`config.mk`:
```
export PLATFORM = sky130hd
export DESIGN_NAME = puf_response_builder_flat
export DESIGN_NICKNAME = d
export VERILOG_FILES = /design/src/rtl/puf_response_builder_if.sv /design/src/rtl/puf_response_builder.sv /design/src/flat_wrapper.sv
export SDC_FILE = /design/constraint.sdc
export NUM_CORES = 1
export LEC_CHECK = 0
export ABC_AREA = 1
export CAP_MARGIN = 30
export CORE_MARGIN = 2
export CORE_UTILIZATION = 45
export CTS_CLUSTER_SIZE = 30
export DETAILED_ROUTE_END_ITERATION = 16
export DONT_BUFFER_PORTS = 1
export SLEW_MARGIN = 15
export SYNTH_ARGS = -nofsm -noshare
export SYNTH_HDL_FRONTEND = slang
export SYNTH_SLANG_ARGS = --single-unit
```
`constraint.sdc`:
```
create_clock -name clk -period 4.47 [get_ports clk]
set_clock_uncertainty 0.1 [all_clocks]
set_input_delay 0.6705 -clock clk [delete_from_list [all_inputs] [get_ports clk]]
set_output_delay 0.6705 -clock clk [all_outputs]
set_load 0.02 [all_outputs]
```
`src/rtl/puf_response_builder_if.sv`:
```
// Connection bundle between the RO-PUF response builder, the post-mux counters
// and the response readout logic.
interface puf_response_builder_if #(
  parameter int N_BITS = 8,
  parameter int CW     = 8
);
  localparam int CHW = (N_BITS > 1) ? $clog2(N_BITS) : 1;

  logic              start;
  logic [CW-1:0]     count_a;
  logic              fin_a;
  logic [CW-1:0]     count_b;
  logic              fin_b;
  logic              cnt_reset;
  logic              cnt_enable;
  logic [CHW-1:0]    challenge;
  logic [N_BITS-1:0] response;
  logic              valid;
  logic              busy;
  logic              tie;
  logic              error;

  // The response builder itself
  modport slave (
    input  start, count_a, fin_a, count_b, fin_b,
    output cnt_reset, cnt_enable, challenge, response, valid, busy, tie, error
  );

  // Counters, readout logic or a testbench driving the builder
  modport master (
    output start, count_a, fin_a, count_b, fin_b,
    input  cnt_reset, cnt_enable, challenge, response, valid, busy, tie, error
  );
endinterface

```
`src/rtl/puf_response_builder.sv`:
```
// Sequences N_BITS ring-oscillator pair challenges through the two post-mux
// counters, compares each pair of counts and packs the bits into a response word.
module puf_response_builder #(
  parameter int N_BITS  = 8,
  parameter int CW      = 8,
  parameter int TIMEOUT = 4096
) (
  input  logic                 clk,
  input  logic                 reset,
  puf_response_builder_if.slave bus
);
  localparam int CHW = (N_BITS > 1) ? $clog2(N_BITS) : 1;
  localparam int WDW = (TIMEOUT > 1) ? $clog2(TIMEOUT) : 1;
  localparam logic [CHW-1:0] LAST_CH  = CHW'(N_BITS - 1);
  localparam logic [WDW-1:0] WD_LIMIT = WDW'(TIMEOUT - 1);

  typedef enum logic [2:0] {
    S_IDLE,
    S_CLEAR,
    S_RUN,
    S_COMPARE,
    S_DONE
  } state_t;

  state_t            r_state;
  state_t            w_next_state;

  logic [CHW-1:0]    r_challenge;
  logic [N_BITS-1:0] r_response;
  logic [CW-1:0]     r_lat_a;
  logic [CW-1:0]     r_lat_b;
  logic [WDW-1:0]    r_wd;
  logic              r_cnt_reset;
  logic              r_cnt_enable;
  logic              r_valid;
  logic              r_busy;
  logic              r_tie;
  logic              r_error;

  logic w_both_fin;
  logic w_timeout;
  logic w_last;
  logic w_accept;
  logic w_latch;
  logic w_compare;
  logic w_set_valid;
  logic w_set_error;

  assign w_both_fin = bus.fin_a && bus.fin_b;
  assign w_timeout  = (r_wd == WD_LIMIT);
  assign w_last     = (r_challenge == LAST_CH);

  always_ff @(posedge clk or negedge reset) begin
    if (!reset) begin
      r_state <= S_IDLE;
    end else begin
      // NOTE: every sequential assignment uses <= so all registers update from
      // pre-edge values, independent of statement order.
      r_state <= w_next_state;
    end
  end

  always_comb begin
    // NOTE: defaults first, so every path assigns every signal and no latch
    // can be inferred.
    w_next_state = r_state;
    w_accept     = 1'b0;
    w_latch      = 1'b0;
    w_compare    = 1'b0;
    w_set_valid  = 1'b0;
    w_set_error  = 1'b0;
    case (r_state)
      S_IDLE: begin
        if (bus.start) begin
          w_next_state = S_CLEAR;
          w_accept     = 1'b1;
        end
      end
      S_CLEAR: w_next_state = S_RUN;
      S_RUN: begin
        // Both flags win over a simultaneous watchdog expiry.
        if (w_both_fin) begin
          w_next_state = S_COMPARE;
          w_latch      = 1'b1;
        end else if (w_timeout) begin
          w_next_state = S_IDLE;
          w_set_error  = 1'b1;
        end
      end
      S_COMPARE: begin
        w_compare    = 1'b1;
        w_next_state = w_last ? S_DONE : S_CLEAR;
      end
      S_DONE: begin
        w_next_state = S_IDLE;
        w_set_valid  = 1'b1;
      end
      default: w_next_state = S_IDLE;
    endcase
  end

  // Counter controls and busy are decoded from the next state so they are
  // registered yet line up with the state they belong to.
  always_ff @(posedge clk or negedge reset) begin
    if (!reset) begin
      r_cnt_reset  <= 1'b1;
      r_cnt_enable <= 1'b0;
      r_busy       <= 1'b0;
    end else begin
      r_cnt_reset  <= (w_next_state == S_IDLE) || (w_next_state == S_CLEAR);
      r_cnt_enable <= (w_next_state == S_RUN);
      r_busy       <= (w_next_state != S_IDLE);
    end
  end

  always_ff @(posedge clk or negedge reset) begin
    if (!reset) begin
      r_wd <= '0;
    end else if (r_state == S_CLEAR) begin
      r_wd <= '0;
    end else if (r_state == S_RUN) begin
      r_wd <= r_wd + WDW'(1);
    end
  end

  always_ff @(posedge clk or negedge reset) begin
    if (!reset) begin
      r_challenge <= '0;
      r_response  <= '0;
      r_lat_a     <= '0;
      r_lat_b     <= '0;
      r_valid     <= 1'b0;
      r_tie       <= 1'b0;
      r_error     <= 1'b0;
    end else begin
      if (w_accept) begin
        r_challenge <= '0;
        r_response  <= '0;
        r_valid     <= 1'b0;
        r_tie       <= 1'b0;
        r_error     <= 1'b0;
      end
      if (w_latch) begin
        r_lat_a <= bus.count_a;
        r_lat_b <= bus.count_b;
      end
      if (w_compare) begin
        r_response[r_challenge] <= (r_lat_a > r_lat_b);
        if (r_lat_a == r_lat_b) r_tie <= 1'b1;
        if (!w_last) r_challenge <= r_challenge + CHW'(1);
      end
      if (w_set_valid) r_valid <= 1'b1;
      if (w_set_error) begin
        r_error <= 1'b1;
        r_valid <= 1'b0;
      end
    end
  end

  assign bus.cnt_reset  = r_cnt_reset;
  assign bus.cnt_enable = r_cnt_enable;
  assign bus.challenge  = r_challenge;
  assign bus.response   = r_response;
  assign bus.valid      = r_valid;
  assign bus.busy       = r_busy;
  assign bus.tie        = r_tie;
  assign bus.error      = r_error;
endmodule

```
`src/flat_wrapper.sv`:
```
// flat-port wrapper written by rule: the top's interface ports become plain ports
module puf_response_builder_flat 
#(
  parameter int N_BITS  = 8,
  parameter int CW      = 8,
  parameter int TIMEOUT = 4096
)
  (clk, reset, bus_start, bus_count_a, bus_fin_a, bus_count_b, bus_fin_b, bus_cnt_reset, bus_cnt_enable, bus_challenge, bus_response, bus_valid, bus_busy, bus_tie, bus_error);
  puf_response_builder_if #(.N_BITS(N_BITS), .CW(CW)) bus_i ();
  input  logic clk;
  input  logic reset;
  input wire logic [$bits(bus_i.start)-1:0] bus_start;
  input wire logic [$bits(bus_i.count_a)-1:0] bus_count_a;
  input wire logic [$bits(bus_i.fin_a)-1:0] bus_fin_a;
  input wire logic [$bits(bus_i.count_b)-1:0] bus_count_b;
  input wire logic [$bits(bus_i.fin_b)-1:0] bus_fin_b;
  output wire logic [$bits(bus_i.cnt_reset)-1:0] bus_cnt_reset;
  output wire logic [$bits(bus_i.cnt_enable)-1:0] bus_cnt_enable;
  output wire logic [$bits(bus_i.challenge)-1:0] bus_challenge;
  output wire logic [$bits(bus_i.response)-1:0] bus_response;
  output wire logic [$bits(bus_i.valid)-1:0] bus_valid;
  output wire logic [$bits(bus_i.busy)-1:0] bus_busy;
  output wire logic [$bits(bus_i.tie)-1:0] bus_tie;
  output wire logic [$bits(bus_i.error)-1:0] bus_error;
  assign bus_i.start = bus_start;
  assign bus_i.count_a = bus_count_a;
  assign bus_i.fin_a = bus_fin_a;
  assign bus_i.count_b = bus_count_b;
  assign bus_i.fin_b = bus_fin_b;
  assign bus_cnt_reset = bus_i.cnt_reset;
  assign bus_cnt_enable = bus_i.cnt_enable;
  assign bus_challenge = bus_i.challenge;
  assign bus_response = bus_i.response;
  assign bus_valid = bus_i.valid;
  assign bus_busy = bus_i.busy;
  assign bus_tie = bus_i.tie;
  assign bus_error = bus_i.error;
  puf_response_builder #(.N_BITS(N_BITS), .CW(CW), .TIMEOUT(TIMEOUT)) u_core (.clk(clk), .reset(reset), .bus(bus_i));
endmodule
```
==> impl_metrics.csv <==
group,metric,value,unit
route,wl_met3,199,um
power,p_leak,1.29,nW
grt,grt_pass1_wl,7890,um
layout,nNetsFinal,340,
setup_path,crit_path_frequent_cell,"inv_1",
placement,place.gp.congestion,0.838,
cts,tritoncts,"yes",
run,max_cap_violations,0,
floorplan,die-area,5990,um^2
power,p_sw,0.606,mW
route,routed_wl,4540,um
route,drc,0,
cts,post-cts-setup-buffers,0,
logic_synthesis,asyncSetResetFlopFracSynth,1.00,
setup_path,startpoint_type,"flop",
logic_synthesis,synth-seq-cells,48,
sta,finalHoldViolCount,0,
setup_path,required,4570,ps
logic_synthesis,synth_edf_count,0,
layout,final_cell_area,2600,um^2
sta,slew_viol_final,0,
setup_path,crit_family,"simple AND/OR/NAND/NOR gates",
setup_path,cp_slowest_stage_delay,470,ps
logic_synthesis,netlist_top_cells_count,"nand2_1 (100), dfrtp_1 (47), inv_1 (38)",
placement,dp_cells,370,
cts,clock_sinks,48,
route,wirelength_met1,2270,um
setup_path,critPathCaptureType,"flop",
logic_synthesis,yosys.cell_count.top_type,"nand2_1",
grt,antenna_found_initial,0,
power,swShare,0.419,
cts,ctsHtreeMaxLevel,2,
sta,setup_violations,0,
route,drtPass1Iterations,4,
setup_path,cp.arrival,2030,ps
grt,grt_overflow,0,
route,viasPerCell,5.06,
sta,rsz0062_at_grt,"no",
layout,area_delta_synth_final,7.01,%
cts,path_clk_slew,90,ps
floorplan,fp.dieH,77.4,um
logic_synthesis,ys_warn_count,0,
floorplan,core_area,5140,um^2
layout,antenna_cells,0,
setup_path,crit_chain,"inv_1 > nand3_1 > nand2_1 > inv_1 > a22o_1",
floorplan,ios,38,
floorplan,die_width,77.4,um
logic_synthesis,netlist_area,2430,um^2
power,power_per_cell_area,557,nW/um^2
layout,final_cells,379,
power,clkPwrFrac,0.177,
setup_path,crit_type,"reg2reg",
route,drt_iter0_markers,128,
logic_synthesis,synthCells,305,
grt,track_usage,0.165,
logic_synthesis,synth_top_area_cell,"dfrtp_1",
logic_synthesis,synth_area_leaders,"dfrtp_1 (48%), nand2_1 (15%), inv_1 (5.9%)",
grt,grt_pass1_vias,1724,
outcome,outcome,"complete, no violations",
power,p_int,0.839,mW
placement,port_buffers,0,
floorplan,initial_core_util,0.472,
setup_path,crit_fanout,12,
logic_synthesis,synth_flop_cell,"dfrtp_1",
logic_synthesis,synth_nets,337,
logic_synthesis,ys_types,22,
placement,placed_cell_area,2480,um^2
sta,timing.fmax,0.518,GHz
sta,fin_tns_setup,0,ps
power,power.total,1.45,mW
sta,finalCriticalPeriod,1930,ps
cts,clock_path_buffers,2,
layout,final_core_util,0.505,
logic_synthesis,yosys.area.top_type_share,0.485,
setup_path,crit_slowest_cell,"nand2_1",
layout,drive_above_1_share,0.0550,
min_path,hold_path.class,"in2async",
route,wl_per_cell,12.0,um
setup_path,path_buf_inv,2,
power,power.share.combinational,0.347,
power,peakVddDrop,0.241,mV
route,wl_met2,2010,um
route,top_layer,"met4",
route,vias,1916,
route,detail-route-antenna-nets,0,
cts,tritoncts.num_buffers,5,
sta,relSlewSlack,0.649,
logic_synthesis,yosysSeqAreaShare,0.496,
sta,min_period_over_period,0.432,
sta,worstMarginPinSlew,525,ps
cts,cts-root-buf,"clkbuf_8",
placement,hpwl,3290,um
setup_path,reg2reg_from,"u_core.r_state[2]",
logic_synthesis,syn_area_per_cell,7.95,um^2
floorplan,num_rows,26,
cts,insertion_delay,300,ps
grt,grt_max_degree,48,
power,sequentialPowerShare,0.476,
setup_path,cp-startpoint,"u_core.r_state[2]",
-- logic make-up after synthesis --
family / count (synthesis) / synth area share
AO/OA/AOI/OAI: 26 / 0.0572
adder cells (fa/ha/maj): 11 / 0.0567
buffers and inverters: 44 / 0.0737
flip-flops: 48 / 0.496
AND/OR/NAND/NOR: 176 / 0.317
-- flip-flops by register name, indices dropped and copies added, names as in the netlist --
signal / cells
u_core.r_lat_a: 8
u_core.r_state: 3
u_core.bus.tie: 1
u_core.bus.error: 1
u_core.bus.response: 8
u_core.bus.cnt_enable: 1
u_core.bus.valid: 1
u_core.r_lat_b: 8
u_core.bus.busy: 1
u_core.r_wd: 12
u_core.bus.challenge: 3
u_core.bus.cnt_reset: 1
-- final timing paths --
kind | cells after the start | to | slack (ps)
setup reg to reg | 5 | u_core.r_wd[1] | 2540
min in group clk | 2 | u_core.r_lat_a[4] | 380
hold / removal | 1 | u_core.r_wd[8] | 100
setup / recovery | 5 | u_core.r_wd[1] | 2540
hold reg to reg | 2 | u_core.r_lat_a[3] | 390
max in group asynchronous | 1 | u_core.r_lat_a[2] | 3950
-- power groups by stage --
stage | registers, mW | logic (mW) | clock network (mW)
3_3_place_gp | 0.696 | 0.485 | 0
6_report | 0.688 | 0.501 | 0.256
3_5_place_dp | 0.699 | 0.497 | 0
4_1_cts | 0.691 | 0.511 | 0.267
5_1_grt | 0.705 | 0.603 | 0.286
2_1_floorplan | 0.676 | 0.410 | 0
-- area by class of cell --
| cell class | count | area [um^2] |
|---|---|---|
| multi-input combinational | 213 | 1040 |
| timing repair buffer | 1 | 27.5 |
| clock inverter | 3 | 18.8 |
| clock buffer | 5 | 68.8 |
| tap | 70 | 87.6 |
| fill | 538 | 2540 |
| sequential | 48 | 1200 |
| inverter | 39 | 146 |
-- per-stage QoR --
step                      hold slack (ps)  worst slack [ps]
final                                98.0              2540
after global routing                 79.9              2360
after CTS                            94.7              2510
after detailed placement              277              2540
after global placement                277              2600
after floorplan                       275              2980
-- metal layers --
| layer | global-route usage | vias up |
|---|---|---|
| li1 | - | 974 |
| met1 | 0.222 | 886 |
| met2 | 0.257 | 46 |
| met3 | 0.0442 | 10 |
| met4 | 0.0589 | 0 |
| met5 | 0 | - |
-- layout by cell type, fill, tap and decap left out --
master,count
ha_1,11
nand4_2,1
clkbuf_8,5
o21a_1,1
nor3_4,1
inv_1,38
o21ai_0,18
buf_16,1
nor2_1,29
or2_1,3
clkinv_4,1
dfrtp_1,47
a22o_1,1
nand4_1,10
nand3_1,28
a21o_1,1
a21oi_1,5
nor2_4,1
inv_2,1
nand3_2,1
dfstp_2,1
or2_2,2
clkinv_2,2
nand2_1,100
-- what timing repair did --
| action | 4_1_cts | 5_1_grt |
|---|---|---|
| gates resized for setup | 0 | 0 |
| hold buffers | 1 | 0 |
| setup endpoints to repair | 0 | 0 |
| endpoints found under the hold margin | 47 | 0 |
(Power assumes the default switching activity.)
